`src/rtl/pipeline_stall_controller_pkg.sv`:
```
// Shared definitions for the pipeline stall/flush sequencer: state
// encodings, the x0 register constant and the load-use hazard rule.
package pipeline_stall_controller_pkg;

  typedef enum logic [1:0] {
    S_IDLE     = 2'd0,
    S_RUN      = 2'd1,
    S_MEM_WAIT = 2'd2,
    S_HALT     = 2'd3
  } state_t;

  localparam logic [4:0] REG_X0 = 5'd0;

  // A load in EX whose destination feeds ID must stall one cycle; x0 is hardwired zero.
  function automatic logic load_use_hazard(
    input logic       memrd,
    input logic [4:0] rd,
    input logic [4:0] rs1,
    input logic [4:0] rs2
  );
    return memrd & (rd != REG_X0) & ((rd == rs1) | (rd == rs2));
  endfunction

endpackage

```
`src/rtl/pipeline_stall_controller_sat_counter.sv`:
```
// Saturating up-counter with enable and asynchronous active-high reset.
// Holds at all-ones instead of wrapping.
module sat_counter #(
  parameter int W = 32
) (
  input  logic         i_clk,
  input  logic         i_rst,
  input  logic         i_en,
  output logic [W-1:0] o_cnt
);

  logic [W-1:0] r_cnt;

  // Count enabled cycles, sticking at the maximum value.
  always_ff @(posedge i_clk or posedge i_rst) begin
    if (i_rst) begin
      r_cnt <= {W{1'b0}};
    end else if (i_en && (r_cnt != {W{1'b1}})) begin
      r_cnt <= r_cnt + W'(1);
    end else begin
      r_cnt <= r_cnt;
    end
  end

  assign o_cnt = r_cnt;

endmodule

```
`src/rtl/pipeline_stall_controller.sv`:
```
// Central stall/flush sequencer for the 5-stage pipeline. Merges load-use
// hazards, taken-branch flush and the data-memory req/ack handshake into one
// set of pipeline enables, with a start gate, a memory-wait watchdog and
// saturating stall/bubble counters. Outputs are combinational from state and
// inputs so a zero-wait ack costs no cycle.
module pipeline_stall_controller
  import pipeline_stall_controller_pkg::*;
#(
  parameter int CNT_W       = 32,
  parameter int MEM_TIMEOUT = 64
) (
  input  logic             clk_i,
  input  logic             rst_i,
  input  logic             start_i,
  input  logic             id_ex_memrd_i,
  input  logic [4:0]       id_ex_rd_i,
  input  logic [4:0]       if_id_rs1_i,
  input  logic [4:0]       if_id_rs2_i,
  input  logic             branch_i,
  input  logic             mem_access_i,
  input  logic             mem_ack_i,
  output logic             mem_req_o,
  output logic             pc_write_o,
  output logic             if_id_write_o,
  output logic             if_id_flush_o,
  output logic             id_ex_noop_o,
  output logic             freeze_o,
  output logic             timeout_o,
  output logic [CNT_W-1:0] stall_cnt_o,
  output logic [CNT_W-1:0] bubble_cnt_o
);

  localparam int WAIT_W = (MEM_TIMEOUT < 2) ? 1 : $clog2(MEM_TIMEOUT + 1);

  state_t            r_state;
  state_t            w_next_state;
  logic [WAIT_W-1:0] r_wait_cnt;
  logic              r_timeout;
  logic              w_load_use;
  logic              w_wait_inc;
  logic              w_set_timeout;
  logic              w_bubble_en;

  assign w_load_use = load_use_hazard(id_ex_memrd_i, id_ex_rd_i, if_id_rs1_i, if_id_rs2_i);

  // State register; reset returns to IDLE, which drops mem_req_o at once.
  always_ff @(posedge clk_i or posedge rst_i) begin
    if (rst_i) begin
      r_state <= S_IDLE;
    end else begin
      r_state <= w_next_state;
    end
  end

  // Consecutive MEM_WAIT cycles without ack; cleared whenever MEM_WAIT is left.
  always_ff @(posedge clk_i or posedge rst_i) begin
    if (rst_i) begin
      r_wait_cnt <= {WAIT_W{1'b0}};
    end else if (w_wait_inc) begin
      r_wait_cnt <= r_wait_cnt + WAIT_W'(1);
    end else begin
      r_wait_cnt <= {WAIT_W{1'b0}};
    end
  end

  // Sticky watchdog flag, only cleared by reset.
  always_ff @(posedge clk_i or posedge rst_i) begin
    if (rst_i) begin
      r_timeout <= 1'b0;
    end else if (w_set_timeout) begin
      r_timeout <= 1'b1;
    end else begin
      r_timeout <= r_timeout;
    end
  end

  // Next state and pipeline enables: freeze beats load-use beats branch.
  always_comb begin
    w_next_state  = r_state;
    mem_req_o     = 1'b0;
    pc_write_o    = 1'b0;
    if_id_write_o = 1'b0;
    if_id_flush_o = 1'b0;
    id_ex_noop_o  = 1'b0;
    freeze_o      = 1'b0;
    w_wait_inc    = 1'b0;
    w_set_timeout = 1'b0;
    w_bubble_en   = 1'b0;
    case (r_state)
      S_IDLE: begin
        id_ex_noop_o = 1'b1;
        if (start_i) begin
          w_next_state = S_RUN;
        end else begin
          w_next_state = S_IDLE;
        end
      end
      S_RUN, S_MEM_WAIT: begin
        mem_req_o = mem_access_i;
        if (mem_access_i && !mem_ack_i) begin
          freeze_o = 1'b1;
          if ((r_state == S_MEM_WAIT) && (r_wait_cnt == WAIT_W'(MEM_TIMEOUT - 1))) begin
            w_next_state  = S_HALT;
            w_set_timeout = 1'b1;
          end else begin
            w_next_state = S_MEM_WAIT;
            w_wait_inc   = (r_state == S_MEM_WAIT);
          end
        end else begin
          // Ack (or no access) releases the wait; the ack cycle itself is productive.
          w_next_state = S_RUN;
          if (w_load_use) begin
            id_ex_noop_o = 1'b1;
            w_bubble_en  = 1'b1;
          end else if (branch_i) begin
            if_id_flush_o = 1'b1;
            pc_write_o    = 1'b1;
          end else begin
            pc_write_o    = 1'b1;
            if_id_write_o = 1'b1;
          end
        end
      end
      S_HALT: begin
        id_ex_noop_o = 1'b1;
        freeze_o     = 1'b1;
        w_next_state = S_HALT;
      end
      default: begin
        id_ex_noop_o = 1'b1;
        w_next_state = S_IDLE;
      end
    endcase
  end

  assign timeout_o = r_timeout;

  sat_counter #(.W(CNT_W)) u_stall_cnt (
    .i_clk (clk_i),
    .i_rst (rst_i),
    .i_en  (freeze_o),
    .o_cnt (stall_cnt_o)
  );

  sat_counter #(.W(CNT_W)) u_bubble_cnt (
    .i_clk (clk_i),
    .i_rst (rst_i),
    .i_en  (w_bubble_en),
    .o_cnt (bubble_cnt_o)
  );

endmodule

```
`config.mk`:
```
export PLATFORM = sky130hd
export DESIGN_NAME = pipeline_stall_controller
export DESIGN_NICKNAME = d
export VERILOG_FILES = /design/src/rtl/pipeline_stall_controller_pkg.sv /design/src/rtl/pipeline_stall_controller_sat_counter.sv /design/src/rtl/pipeline_stall_controller.sv
export SDC_FILE = /design/constraint.sdc
export NUM_CORES = 1
export LEC_CHECK = 0
export ABC_AREA = 1
export CORE_AREA = 3 3 116 118
export CTS_BUF_LIST = sky130_fd_sc_hd__clkbuf_4
export CTS_CLUSTER_DIAMETER = 80
export DETAILED_ROUTE_END_ITERATION = 8
export DIE_AREA = 0 0 119 121
export PLACE_DENSITY = 0.67
export RECOVER_POWER = 25
export SYNTH_ARGS = -nofsm -noshare
export SYNTH_HDL_FRONTEND = slang
export SYNTH_SLANG_ARGS = --single-unit
```
`constraint.sdc`:
```
create_clock -name clk_i -period 4 [get_ports clk_i]
set_input_delay 1.2 -clock clk_i [delete_from_list [all_inputs] [get_ports clk_i]]
set_output_delay 1.2 -clock clk_i [all_outputs]
set_load 0.05 [all_outputs]
```
# Yosys cells after proc, flatten, opt, wreduce, memory -nomap -nowiden
# Index checks and enable logic that the tools add are counted.
# classes
bitwise	3
n_eq_ne	8
n_mux	29
n_reduce_logical	9
addsub	3
# op_table
op	n
32-bit by 1-bit adder with 32-bit output, second input constant	2
32-bit != test, second input constant	2
1-bit 2-to-1 mux	24
5-bit equality test	2
7-bit by 1-bit adder with 7-bit output, second input constant	1
7-bit by 6-bit equality test with 1-bit output, second input constant	1
7-bit 2-to-1 mux	1
2-bit case mux with 3 select lines	1
5-bit nonzero test	1
2-bit equality test, second input constant	2
1-bit logical AND	4
1-bit case mux with 2 select lines	2
2-bit OR reduction	2
1-bit AND	2
2-bit by 1-bit equality test with 1-bit output, second input constant	1
2-bit zero test	1
2-bit 2-to-1 mux	1
1-bit zero test	1
1-bit bitwise OR	1
# word_totals
elab_cells	57
inputBits	22
out_inout_bits	71
regBits	74

# Depth between registers and ports, before layout
# logic_depth
ltp_word	7
ltp_mapped	11
ltp_nobuf	11

# Cells and area by module
# A second synthesis with hierarchy kept.
# hier_totals
hier_cells	837
hier_area_um2	5287.6
# modules_own_cells
mod	cells_each	area_per_inst_um2	seq_area_each_um2	n_inst
sat_counter	361	2257.2	800.8	2
pipeline_stall_controller	115	773.2	250.2	1

# Least setup slack after synthesis
# Ideal clock, no wire load.
# synth_timing
kind	input-to-output
startpoint	in id_ex_rd_i[3]
endpoint	out id_ex_noop_o
slack_ns	0.049
n_path_buf	0
arrival_ns	2.751
cell_stages	8
t_required_ns	2.800
cell_sequence	inv_1 -> nand2_1 -> nand2_1 -> nor2_1 -> nand3_1 -> nand2_2 -> nand2_1 -> o21ai_0
# synth_between
elab_chain_cells	6
word_cells_on_any_way	9
cone_classes	eq/ne: 2; mux: 3; bitwise: 3; reduce/logical: 1
# synth_lines
item	line	text
from (decl)	pipeline_stall_controller.sv:16	input logic [4:0] id_ex_rd_i,
5-bit equality test / 5-bit nonzero test (equally long branches)	pipeline_stall_controller_pkg.sv:21	return memrd & (rd != REG_X0) & ((rd == rs1) | (rd == rs2));
1-bit bitwise OR / 1-bit AND (equally long branches)	pipeline_stall_controller_pkg.sv:21	
1-bit AND *	pipeline_stall_controller_pkg.sv:21	
1-bit 2-to-1 mux *	pipeline_stall_controller.sv:112	if (w_load_use) begin
1-bit 2-to-1 mux *	pipeline_stall_controller.sv:100	if (mem_access_i && !mem_ack_i) begin
1-bit case mux with 2 select lines *	pipeline_stall_controller.sv:89	case (r_state)
to (decl)	pipeline_stall_controller.sv:26	output logic id_ex_noop_o,
# Every way passes the cells marked *; elsewhere a longest branch is shown, timed or not.

# Final worst setup path
# layout_timing
startpoint	in id_ex_rd_i[3]
endpoint	out if_id_write_o
# layout_between
elab_chain_cells	6
word_cells_on_any_way	9
cone_classes	eq/ne: 2; mux: 3; bitwise: 3; reduce/logical: 1
# layout_lines
item	line	text
5-bit equality test / 5-bit nonzero test (equally long branches)	pipeline_stall_controller_pkg.sv:21	
1-bit bitwise OR / 1-bit AND (equally long branches)	pipeline_stall_controller_pkg.sv:21	
1-bit AND *	pipeline_stall_controller_pkg.sv:21	
1-bit 2-to-1 mux *	pipeline_stall_controller.sv:112	
1-bit 2-to-1 mux *	pipeline_stall_controller.sv:100	
1-bit 2-to-1 mux *	pipeline_stall_controller.sv:89	
to (decl)	pipeline_stall_controller.sv:24	output logic if_id_write_o,
# Marked as above.

==> results by group <==
Routing
  • Drt first pass iters: 6
  • Avg WL per Cell: 13.0 um
  • Antenna Nets Post-Route: 0
  • Residual DRC: 0
  • Vias: 4,785
  • Via-to-Cell Ratio: 4.72
  • Routed WL: 13.2 mm
  • Starting DRT DRC Count: 366

Timing
  • Final setup vio count: 0
  • Setup TNS: 0 ps
  • Fmax: 261 MHz
  • Clk_skew: 19.5 ps
  • Final min period: 3830 ps
  • Period utilization: 95.8%
  • Worst hold slack: 469 ps
  • RSZ-0062 raised after global routing: yes
  • Fin. max-slew vios: 39
  • Slew @ Worst Pin: 1780 ps
  • Slew headroom: -19.3%
  • Final hold viol count: 0

Pwr
  • Sequential power share: 37.4%
  • Overall power: ~2.3 mW
  • Power share of the clock group: 22.8%
  • Cell internal pwr: about 1.4 mW
  • Leakage: 2.85 nW
  • Net switching power: 0.945 mW
  • Sw Ratio: 40.5%
  • PwrDens: 373 mW/mm^2
  • Comb pwr share: 39.9%
  • Max rail drop VDD: 0.312 mV

Finish
  • Fraction of layout cells with a size suffix above 1: ~6.3%
  • Cell area after layout: 0.00626 sq mm
  • Nets: about 860
  • Ant diodes: 0
  • Multi-input logic area: 0.00272 sq mm
  • Sequential Area: around 0.0019 sq mm
  • Finished Layout Cells: between 1,000 and 1,500
  • Area delta synth->final: 25.2%
  • Fillers: 1,282

Synthesis
  • Most instantiated library cell after synthesis: nand2_1
  • Syn avg cell area: 6.76 sq um
  • Synth Flop Type: dfrtp_1
  • Mapped cell area: 0.00500 sq mm
  • Main area contributors after synthesis: dfrtp_1 37%, nand2_1 25%, nor2_1 6.5%
  • Register bit count reported by yosys: 74
  • Synthesis Warnings: 0
  • Number of synthesized flops with an enable pin: 0
  • Net Count, Synth: 767
  • Cells after synthesis: about 740
  • Area share of the largest cell type after synthesis: 37.1%
  • Synth top cells by count: 334 x nand2_1, 87 x nor2_1, 74 x dfrtp_1
  • Synth area leader: dfrtp_1
  • Sequential-to-total area share from yosys stat: 37.1%
  • Ys async rst share: between 90% and 100%
  • Yosys cell types: 31

Setup path
  • FF-to-FF path depth: 10
  • CP max FO: 3
  • Worst EP required: 2800 ps
  • Flop2flop setup slack: roughly 1800 ps
  • R2r startpoint: u_bubble_cnt.o_cnt[0]$_DFFE_PP0P_
  • Crit Path Category: primary input to output pin
  • Reg2reg end: u_bubble_cnt.o_cnt[29]$_DFFE_PP0P_
  • Arrival time worst endpoint: 2630 ps
  • Critical Path Sink Type: output pin
  • Worst Setup Start Kind: primary input

Clocking
  • Max Root-Sink Buffers: 2
  • Clk slew on worst S/H paths: 120 ps
  • Htree depth: 3
  • Hold_buf cts: 0
  • Post-CTS setup buffer count: 0
  • TritonCTS Buffers: 9
  • Sink Count: 74
  • CTS tree: done
  • Clk Latency, worst-skew pair: 450 ps
  • Post_cts resized: 0
  • Root buffer cell: clkbuf_4

GRT
  • Largest net degree at the start of global routing: 39
  • GRT overflow: 0
  • Initial antenna violation count: 0
  • First-pass GRT wire length: between 20 and 25 mm
  • Global-route usage over all layers: 19.1%
  • Vias in the first global route: between 4,000 and 5,000

Worst hold path
  • Hold crit path type: flop to flop
  • WHS Path Cells: 1
  • Hold path start: r_wait_cnt[0]$_DFF_PP0_
  • Min-Delay Endpoint: r_wait_cnt[0]$_DFF_PP0_

Die
  • Initial Util: 39.8%
  • DIE AREA: 0.0144 sq mm
  • Area of the core: 0.0126 sq mm
  • Ports: 93
  • Die X: around 120 um
  • Chip height: 121 um
  • Num rows: 41

Status
  • Outcome: finished, violations left
  • Violated checks: capacitance limit, slew limit

Placed design
  • IO buf count: 92
  • GP Congestion: approximately 0.96
  • Inst Count DP: 997
  • Detailed Place HPWL: between 10 and 15 mm
  • Dpl cell area: 0.00611 sq mm

Flow run
  • Max Cap Viol: 1
power by group through the flow:
| stage | logic, mW | clock network [mW] | registers (mW) |
|---|---|---|---|
| floorplan | 0.453 | 0 | 1.04 |
| global placement | 0.936 | 0 | 0.885 |
| detailed placement | 0.940 | 0 | 0.885 |
| CTS | 0.943 | 0.555 | 0.871 |
| global route | 1.01 | 0.576 | 0.883 |
| finish | 0.930 | 0.531 | 0.871 |
flip-flops by register name, summed over array words and instances (netlist names):
signal              flops
r_state                 2
u_stall_cnt.o_cnt      32
timeout_o               1
u_bubble_cnt.o_cnt     32
r_wait_cnt              7
worst max path at each step:
stage	startpoint	slack [ps]	cells past startpoint	endpoint
floorplan	id_ex_rd_i[3]	50	8	id_ex_noop_o
global placement	id_ex_rd_i[3]	110	10	id_ex_noop_o
detailed placement	id_ex_rd_i[3]	70	10	id_ex_noop_o
CTS	id_ex_rd_i[3]	60	10	id_ex_noop_o
global route	id_ex_rd_i[3]	-20	9	if_id_write_o
finish	id_ex_rd_i[3]	170	9	if_id_write_o
metal layers:
metal | wire, um | global-route usage, % | vias up
met1 | 6390 | 27.8 | 2140
met4 | 283 | 7.75 | 0
met2 | 5680 | 28.2 | 159
li1 | - | - | 2459
met5 | 0 | 0 | -
met3 | 827 | 3.08 | 27
final cells by class:
class	count	share of cell area, %
Clock buffer	10	1.20
Inverter	76	4.58
Multi-Input combinational cell	577	43.5
Clock inverter	6	1.30
Timing Repair Buffer	98	16.3
Tap cell	172	3.44
Sequential cell	74	29.6
metrics by stage:
stage / setup slack (ps) / util (%)
3_3_place_gp: 105 / 48.6
6_report: 167 / 49.8
5_1_grt: -20.0 / 49.8
4_1_cts: 64.1 / 49.8
2_1_floorplan: 49.1 / -
3_5_place_dp: 73.4 / 48.6
worst max-delay path: stages:
cell             delay, ps
clkdlybuf4s50_1        450
inv_1                  120
nand4_1                110
o21ai_1                120
inv_1                   90
nand2_1                100
nand2_1                 90
nor2_1                 180
buf_12                 160
cells by family (layout without fill, tap and decap cells):
group	after synthesis	count (layout)	synth area share (%)
flip-flops	74	74	37.1
AO/OA/AOI/OAI	20	20	2.10
buffers and inverters	88	190	8.39
AND/OR/NAND/NOR	511	511	43.9
adder cells (fa/ha/maj)	6	6	1.50
XOR/XNOR	40	40	7.01
cell usage in the layout (no fill, tap or decap), types with 3 or more instances in the layout:
cell type,instances
buf_12,6
buf_4,5
clkbuf_4,10
clkdlybuf4s50_1,84
dfrtp_1,74
ha_1,6
inv_1,68
inv_2,6
nand2_1,334
nand2_2,4
nand3_1,18
nand3b_1,18
nand4_1,6
nor2_1,88
nor2_4,6
nor3_1,23
nor3b_1,3
o21ai_0,10
o21ai_1,8
xnor2_1,11
xor2_1,29
No activity file was read; power rests on OpenSTA's default activity.
